--- src/rtl/adder_bist_pkg.sv ---
// -----------------------------------------------------------------------------
// adder_bist_pkg
// Shared definitions for the exhaustive adder tester:
//   - ERR_W / ERR_MAX : width and saturation value of the mismatch counter
//   - state_e         : controller states (IDLE, APPLY, WAIT, CHECK, DONE)
//   - sat_inc()       : saturating increment used by the error counter
// -----------------------------------------------------------------------------
package adder_bist_pkg;

  localparam int unsigned     ERR_W   = 8;
  localparam logic [ERR_W-1:0] ERR_MAX = {ERR_W{1'b1}};

  typedef enum logic [2:0] {
    ST_IDLE  = 3'd0,
    ST_APPLY = 3'd1,
    ST_WAIT  = 3'd2,
    ST_CHECK = 3'd3,
    ST_DONE  = 3'd4
  } state_e;

  // Increment that sticks at ERR_MAX instead of wrapping to zero.
  function automatic logic [ERR_W-1:0] sat_inc(input logic [ERR_W-1:0] value);
    logic [ERR_W-1:0] result;
    if (value == ERR_MAX) begin
      result = value;
    end else begin
      result = value + ERR_W'(1'b1);
    end
    return result;
  endfunction

endpackage : adder_bist_pkg

--- src/rtl/adder_bist_vec_gen.sv ---
// -----------------------------------------------------------------------------
// adder_bist_vec_gen
// Operand vector generator for the adder tester. Holds the vector index
// (2*WIDTH bits, a in the upper half, b in the lower half), clears or steps it
// on request, flags the last (all-ones) vector and registers the operands that
// are presented to the adder under test.
// Ports:
//   clk_i      clock, all state changes on the rising edge
//   reset_i    synchronous active-high reset (index and operands to 0)
//   clear_i    return the index to vector 0
//   incr_i     step to the next vector (never wraps past all-ones)
//   load_i     copy the current index into the operand registers
//   last_o     index is the all-ones vector
//   test_a_o   registered operand a
//   test_b_o   registered operand b
// -----------------------------------------------------------------------------
module adder_bist_vec_gen #(
  parameter int unsigned WIDTH = 1
) (
  input  logic             clk_i,
  input  logic             reset_i,
  input  logic             clear_i,
  input  logic             incr_i,
  input  logic             load_i,
  output logic             last_o,
  output logic [WIDTH-1:0] test_a_o,
  output logic [WIDTH-1:0] test_b_o
);

  localparam int unsigned IDX_W = 2 * WIDTH;

  logic [IDX_W-1:0] idx_q, idx_d;
  logic [WIDTH-1:0] a_q, a_d;
  logic [WIDTH-1:0] b_q, b_d;
  logic             last_s;

  assign last_s = &idx_q;

  // Next index: clear has priority; the all-ones index holds so it cannot wrap.
  always_comb begin
    idx_d = idx_q;
    if (clear_i) begin
      idx_d = '0;
    end else if (incr_i && !last_s) begin
      idx_d = idx_q + IDX_W'(1'b1);
    end else begin
      idx_d = idx_q;
    end
  end

  // Operands are captured from the index only when asked, so they stay put
  // while the adder settles and is checked.
  always_comb begin
    a_d = a_q;
    b_d = b_q;
    if (load_i) begin
      a_d = idx_q[IDX_W-1:WIDTH];
      b_d = idx_q[WIDTH-1:0];
    end else begin
      a_d = a_q;
      b_d = b_q;
    end
  end

  // Index and operand registers.
  always_ff @(posedge clk_i) begin
    if (reset_i) begin
      idx_q <= '0;
      a_q   <= '0;
      b_q   <= '0;
    end else begin
      idx_q <= idx_d;
      a_q   <= a_d;
      b_q   <= b_d;
    end
  end

  assign last_o   = last_s;
  assign test_a_o = a_q;
  assign test_b_o = b_q;

endmodule : adder_bist_vec_gen

--- src/rtl/adder_bist.sv ---
// -----------------------------------------------------------------------------
// adder_bist
// Exhaustive built-in tester for a combinational adder. Every (a,b) pair is
// driven in index order, the adder is given SETTLE idle cycles, then
// {dut_carry,dut_sum} is compared with a+b. Reports pass/fail, a saturating
// mismatch count and the operands of the first mismatch.
// Parameters:
//   WIDTH         operand width; 2^(2*WIDTH) vectors per run
//   SETTLE        idle cycles between driving and sampling (0 allowed)
//   STOP_ON_FAIL  non-zero: end the run at the first mismatch
// Ports:
//   clk        clock
//   reset      synchronous active-high reset
//   start      one-cycle pulse, honoured only from IDLE or DONE
//   test_a/b   registered operands to the adder under test
//   dut_sum    adder sum, sampled only in CHECK
//   dut_carry  adder carry, sampled only in CHECK
//   busy       run in progress
//   done       run finished, held until the next start or reset
//   pass       run finished with no mismatch
//   err_count  mismatch count, saturating at 255
//   fail_a/b   operands of the first mismatch (0 if none)
// -----------------------------------------------------------------------------
module adder_bist
  import adder_bist_pkg::*;
#(
  parameter int unsigned WIDTH        = 1,
  parameter int unsigned SETTLE       = 1,
  parameter int unsigned STOP_ON_FAIL = 0
) (
  input  logic             clk,
  input  logic             reset,
  input  logic             start,
  output logic [WIDTH-1:0] test_a,
  output logic [WIDTH-1:0] test_b,
  input  logic [WIDTH-1:0] dut_sum,
  input  logic             dut_carry,
  output logic             busy,
  output logic             done,
  output logic             pass,
  output logic [ERR_W-1:0] err_count,
  output logic [WIDTH-1:0] fail_a,
  output logic [WIDTH-1:0] fail_b
);

  // Settle counter runs SETTLE-1 down to 0; keep at least one bit so the
  // SETTLE=0 and SETTLE=1 builds still elaborate.
  localparam int unsigned     CNT_W    = (SETTLE > 1) ? $clog2(SETTLE) : 1;
  localparam logic [CNT_W-1:0] CNT_INIT = (SETTLE > 0) ? CNT_W'(SETTLE - 1) : '0;

  state_e           state_q, state_d;
  logic [CNT_W-1:0] cnt_q, cnt_d;
  logic             busy_q, busy_d;
  logic             done_q, done_d;
  logic             pass_q, pass_d;
  logic [ERR_W-1:0] err_q, err_d;
  logic [WIDTH-1:0] fail_a_q, fail_a_d;
  logic [WIDTH-1:0] fail_b_q, fail_b_d;

  logic             clear_s;
  logic             incr_s;
  logic             load_s;
  logic             last_s;
  logic [WIDTH:0]   expected_s;
  logic [WIDTH:0]   observed_s;
  logic             mismatch_s;

  adder_bist_vec_gen #(
    .WIDTH (WIDTH)
  ) u_vec_gen (
    .clk_i    (clk),
    .reset_i  (reset),
    .clear_i  (clear_s),
    .incr_i   (incr_s),
    .load_i   (load_s),
    .last_o   (last_s),
    .test_a_o (test_a),
    .test_b_o (test_b)
  );

  // Reference sum is formed from the registered operands the adder is seeing,
  // so the compare is exact regardless of which vector index is current.
  assign expected_s = {1'b0, test_a} + {1'b0, test_b};
  assign observed_s = {dut_carry, dut_sum};
  assign mismatch_s = (observed_s != expected_s);

  // Controller: next state, vector-generator controls and result updates.
  always_comb begin
    state_d  = state_q;
    cnt_d    = cnt_q;
    busy_d   = busy_q;
    done_d   = done_q;
    pass_d   = pass_q;
    err_d    = err_q;
    fail_a_d = fail_a_q;
    fail_b_d = fail_b_q;
    clear_s  = 1'b0;
    incr_s   = 1'b0;
    load_s   = 1'b0;

    case (state_q)
      ST_IDLE, ST_DONE: begin
        if (start) begin
          state_d  = ST_APPLY;
          clear_s  = 1'b1;
          busy_d   = 1'b1;
          done_d   = 1'b0;
          pass_d   = 1'b0;
          err_d    = '0;
          fail_a_d = '0;
          fail_b_d = '0;
        end else begin
          state_d = state_q;
        end
      end

      ST_APPLY: begin
        load_s = 1'b1;
        if (SETTLE > 0) begin
          state_d = ST_WAIT;
          cnt_d   = CNT_INIT;
        end else begin
          state_d = ST_CHECK;
        end
      end

      ST_WAIT: begin
        if (cnt_q == '0) begin
          state_d = ST_CHECK;
        end else begin
          cnt_d = cnt_q - CNT_W'(1'b1);
        end
      end

      ST_CHECK: begin
        if (mismatch_s) begin
          err_d = sat_inc(err_q);
          // The counter only leaves zero on a mismatch, so zero here means
          // this is the first one of the run.
          if (err_q == '0) begin
            fail_a_d = test_a;
            fail_b_d = test_b;
          end else begin
            fail_a_d = fail_a_q;
            fail_b_d = fail_b_q;
          end
        end else begin
          err_d = err_q;
        end

        if (last_s || ((STOP_ON_FAIL != 0) && mismatch_s)) begin
          state_d = ST_DONE;
          busy_d  = 1'b0;
          done_d  = 1'b1;
          pass_d  = (err_d == '0);
        end else begin
          state_d = ST_APPLY;
          incr_s  = 1'b1;
        end
      end

      default: begin
        state_d = ST_IDLE;
        busy_d  = 1'b0;
        done_d  = 1'b0;
        pass_d  = 1'b0;
      end
    endcase
  end

  // State and result registers; reset discards any partial run.
  always_ff @(posedge clk) begin
    if (reset) begin
      state_q  <= ST_IDLE;
      cnt_q    <= '0;
      busy_q   <= 1'b0;
      done_q   <= 1'b0;
      pass_q   <= 1'b0;
      err_q    <= '0;
      fail_a_q <= '0;
      fail_b_q <= '0;
    end else begin
      state_q  <= state_d;
      cnt_q    <= cnt_d;
      busy_q   <= busy_d;
      done_q   <= done_d;
      pass_q   <= pass_d;
      err_q    <= err_d;
      fail_a_q <= fail_a_d;
      fail_b_q <= fail_b_d;
    end
  end

  assign busy      = busy_q;
  assign done      = done_q;
  assign pass      = pass_q;
  assign err_count = err_q;
  assign fail_a    = fail_a_q;
  assign fail_b    = fail_b_q;

endmodule : adder_bist
--- config.mk ---
export PLATFORM = sky130hd
export DESIGN_NAME = adder_bist
export DESIGN_NICKNAME = d
export VERILOG_FILES = /design/src/rtl/adder_bist_pkg.sv /design/src/rtl/adder_bist_vec_gen.sv /design/src/rtl/adder_bist.sv
export SDC_FILE = /design/constraint.sdc
export NUM_CORES = 1
export LEC_CHECK = 0
export BUFFER_PORTS_ARGS = -buffer_cell sky130_fd_sc_hd__buf_2
export CORE_UTILIZATION = 35
export CTS_BUF_LIST = sky130_fd_sc_hd__clkbuf_16
export DETAILED_ROUTE_END_ITERATION = 7
export PLACE_DENSITY_LB_ADDON = 0.15
export SLEW_MARGIN = 20
export SYNTH_ARGS = -nofsm -noshare
export SYNTH_HDL_FRONTEND = slang
export SYNTH_SLANG_ARGS = --single-unit
--- constraint.sdc ---
create_clock -name clk -period 5.3 [get_ports clk]
set_input_delay 1.59 -clock clk [delete_from_list [all_inputs] [get_ports clk]]
set_output_delay 1.59 -clock clk [all_outputs]
set_load 0.01 [all_outputs]
==> results summary <==
From synthesis to final layout, the design area changed by 16.1%. For hold timing, the worst endpoint is done$_SDFFE_PP0P_. The proportion of layout cells with a drive suffix above 1 came out at 0.185. The weighted congestion at the end of routability-driven global placement is approximately 0.87. The count of state elements after synthesis came out at 20. The number of different library cells in the post-synthesis netlist came out at 38. Fill cells in the final layout number 354. The number of antenna violations at the first check in global routing came out at 0. Setup slack on the worst reg-to-reg path comes out at around 3.2 ns. Yosys attributes the largest share of cell area to sky130_fd_sc_hd__dfxtp_1, sky130_fd_sc_hd__nand2_1, sky130_fd_sc_hd__a21oi_1. The count of placed standard cells including taps came out at 197. The share of flip-flops with an asynchronous set or reset after synthesis came out at 0.

The final layout net count is between 150 and 200. The count of nets left with antenna violations after detail routing came out at 0. The final non-filler cell total is ~200.

Of all nets on the critical path, the largest fanout is 8. The run finished with clean final reports. The terminus of the critical flop-to-flop path is pass$_SDFFE_PP0P_. The top-area cell type share of the netlist area is 0.333. The average detailed-routed wire length per instance is 15.0 microns. sky130_fd_sc_hd__dfxtp_1 is the most common cell in the netlist.

The final setup violation count came out at 0. The TritonCTS buffer count is 3. TritonCTS built the clock tree. The leakage dissipation came out at 0.525 nW.

The sum of negative setup slack is 0 ns. The fraction of met2 tracks used by global routing came out at 0.275. The met3 capacity usage during global routing came out at 0.0384. At the pin with the least slew margin, the transition time is around 0.51 ns.

The area taken by flip-flops and latches is between 400 and 500 sq um. Counting every instance in the synthesized netlist gives between 100 and 150. Setup repair after global routing left no endpoint under its margin. The number of cell instances on the worst register-to-register path came out at 6.

After synthesis, the mean cell area works out to roughly 8.4 sq um. The number of synthesized flops with an enable pin is 0. The starting DRC count in detailed routing is 46. The data arrival time at the worst-slack endpoint is 3.04 ns. Summing all multi-input logic gate instances after layout gives 727 sq um.

For this run, the number of Yosys warnings is 0. The number of post-CTS setup repair buffers is 0. The global-route total usage across every layer came out at 0.184. The overall power of the completed layout is roughly 0.42 mW. The worst clock skew came out at between 0.002 and 0.003 ns. The post-detailed-placement half-perimeter wirelength came out at around 2.1 mm.

The total DRC errors in the routed layout is 0. The launch point of the worst reg-to-reg path is u_vec_gen.test_a_o$_SDFFE_PP0P_. Summing every instance area after synthesis gives approximately 1200 sq um. The height of the chip is ~60 microns. The routed layout has around 1100 vias. Dividing total power by cell area gives a power density of a little under 300 nW/um^2. The root buffer cell chosen for the clock tree is sky130_fd_sc_hd__clkbuf_16. The later pin in the worst-skew pair is clocked with a latency of ~0.26 ns. The via count of the first global-routing pass was approximately 1000. The setup path with the least slack is of type input port to flop. The number of max-cap violations is 0. The final count of pins violating max slew is 0. Clock-pin slew was measured on the worst setup and hold paths at approximately 0.06 ns. The floorplan step defined a die boundary enclosing around 3700 sq um. The maximum clock frequency is about 0.35 GHz.

The count of final hold-check violations came out at 0. The required arrival time at the worst endpoint came out at approximately 5.5 ns. The die width is approximately 61 microns. The I/O pin total came out at 20. The sequential share of the synthesized area is 0.333. The total detailed-routing wirelength is between 3 and 4 mm.

The number of resized instances in the post-cts repair step is 0. No sink is reached through more buffers than the 2 on the longest clock path. The site row count is 20. The met1 usage is 0.264. The commonest cells after synthesis are sky130_fd_sc_hd__dfxtp_1, sky130_fd_sc_hd__nand2_1, sky130_fd_sc_hd__a21oi_1, sky130_fd_sc_hd__nor2_1.

The floorplan step defined a core boundary enclosing approximately 3200 sq um. Global routing finished with a remaining overflow of 0. The peak supply drop came out at ~160 uV.

The number of hold-repair buffers added at the cts stage came out at 0. The wire length of the first global-routing pass came out at slightly below 5 mm. After layout, the minimum clock period comes to approximately 2.9 ns. The endpoint type of the worst setup path is a flop. The pin count of the biggest net entering global routing is 22. Measured against its own limit, the worst slew margin works out to 0.657. The starting utilization of the core area came out at 0.382. The number of nets in the synthesized netlist is 152. The clock drives 20 sinks. The via density per instance is roughly 5.5. The cell depth of the worst min-delay path came out at 2. The busiest layer in global routing is met2.

The ratio of final minimum period to clock period is 0.541. The synthesized design spends more area on one cell type than any other, namely sky130_fd_sc_hd__dfxtp_1. The worst hold path begins at done$_SDFFE_PP0P_. The worst hold path belongs to the class flop to flop.

Among all flip-flop cells after synthesis, the most frequent one is sky130_fd_sc_hd__dfxtp_1. The depth of the CTS H-tree is 1. The final cell utilization of the core is 0.443. The detailed-router iteration count before antenna repair is 4. The count of inserted antenna diode cells came out at 0. The port buffer count came out at 19. STA classifies the critical path startpoint as an input port.
-- per-stage QoR --
stage          instance area, sq um  worst slack [ns]  hold slack [ns]
2_1_floorplan                  1200              2.52            0.472
3_3_place_gp                   1290              2.29            0.445
3_5_place_dp                   1290              2.24            0.449
4_1_cts                        1400              2.46            0.459
5_1_grt                        1400              2.30            0.497
6_report                       1400              2.43            0.455
-- power breakdown --
| part | switching, mW | leakage [nW] | internal, mW | total [mW] |
|---|---|---|---|---|
| combinational | 0.0282 | 0.312 | 0.0156 | 0.0439 |
| sequential | 0.00699 | 0.162 | 0.155 | 0.162 |
| clock | 0.0598 | 0.0511 | 0.150 | 0.210 |
| total | 0.0950 | 0.525 | 0.320 | 0.416 |
-- critical path, stage by stage --
cell,delay (ns)
sky130_fd_sc_hd__buf_2,0.11
sky130_fd_sc_hd__xnor2_1,0.34
sky130_fd_sc_hd__nand2_1,0.31
sky130_fd_sc_hd__a2111oi_4,0.35
sky130_fd_sc_hd__nor3_1,0.11
sky130_fd_sc_hd__o31ai_2,0.24
-- cell families (layout without fill, tap and decap cells) --
kind of cell	after synthesis	in the layout	share of synthesized area
XOR/XNOR	5	5	0.0364
multiplexers	7	7	0.0603
buffers and inverters	13	27	0.0634
flip-flops	20	20	0.333
adder cells (fa/ha/maj)	4	4	0.0416
AND/OR/NAND/NOR	61	61	0.269
AO/OA/AOI/OAI	33	33	0.196
-- cells in the final DEF (no fill, tap or decap), types with 2 or more instances in the layout --
cell type	instances
sky130_fd_sc_hd__nand2_1	16
sky130_fd_sc_hd__nor4_1	4
sky130_fd_sc_hd__a211oi_1	3
sky130_fd_sc_hd__a311oi_1	2
sky130_fd_sc_hd__and2_1	2
sky130_fd_sc_hd__nand4_1	3
sky130_fd_sc_hd__o21ai_0	7
sky130_fd_sc_hd__o311ai_0	2
sky130_fd_sc_hd__nand3b_1	3
sky130_fd_sc_hd__dfxtp_1	20
sky130_fd_sc_hd__a21oi_1	11
sky130_fd_sc_hd__nor2_1	11
sky130_fd_sc_hd__ha_1	4
sky130_fd_sc_hd__buf_2	19
sky130_fd_sc_hd__nor2b_1	3
sky130_fd_sc_hd__mux2_2	2
sky130_fd_sc_hd__nand3_1	7
sky130_fd_sc_hd__nor3_1	6
sky130_fd_sc_hd__mux2i_1	5
sky130_fd_sc_hd__clkbuf_16	3
sky130_fd_sc_hd__xnor2_1	5
sky130_fd_sc_hd__inv_1	4
-- sequential cells by signal, indices dropped and copies added (netlist names) --
name and flops:
busy 1, done 1, err_count 8, fail_a 1, fail_b 1, pass 1
state_q 3, u_vec_gen.idx_q 2, u_vec_gen.test_a_o 1, u_vec_gen.test_b_o 1
-- worst max-delay path by stage --
| stage | startpoint | end | slack [ns] |
|---|---|---|---|
| 2_1_floorplan | dut_carry | pass$_SDFFE_PP0P_ | 2.52 |
| 3_3_place_gp | dut_sum | pass$_SDFFE_PP0P_ | 2.29 |
| 3_5_place_dp | dut_sum | pass$_SDFFE_PP0P_ | 2.24 |
| 4_1_cts | dut_sum | pass$_SDFFE_PP0P_ | 2.46 |
| 5_1_grt | dut_sum | pass$_SDFFE_PP0P_ | 2.30 |
| 6_report | dut_carry | pass$_SDFFE_PP0P_ | 2.43 |
-- area by class of cell --
cell class	count	area share
clock buffers	3	0.0537
well taps	44	0.0394
inverters	4	0.0107
flip-flops and latches	20	0.286
repair buffers	19	0.0680
clock inverters	1	0.0215
multi-input cells	110	0.520
-- metal layers --
metal	share of wire	wire length, microns	up-vias
li1	-	-	550
met4	0.010	31	0
met3	0.055	164	5
met5	0	0	-
met1	0.49	1460	513
met2	0.45	1350	38
No activity file was read; power rests on OpenSTA's default activity.
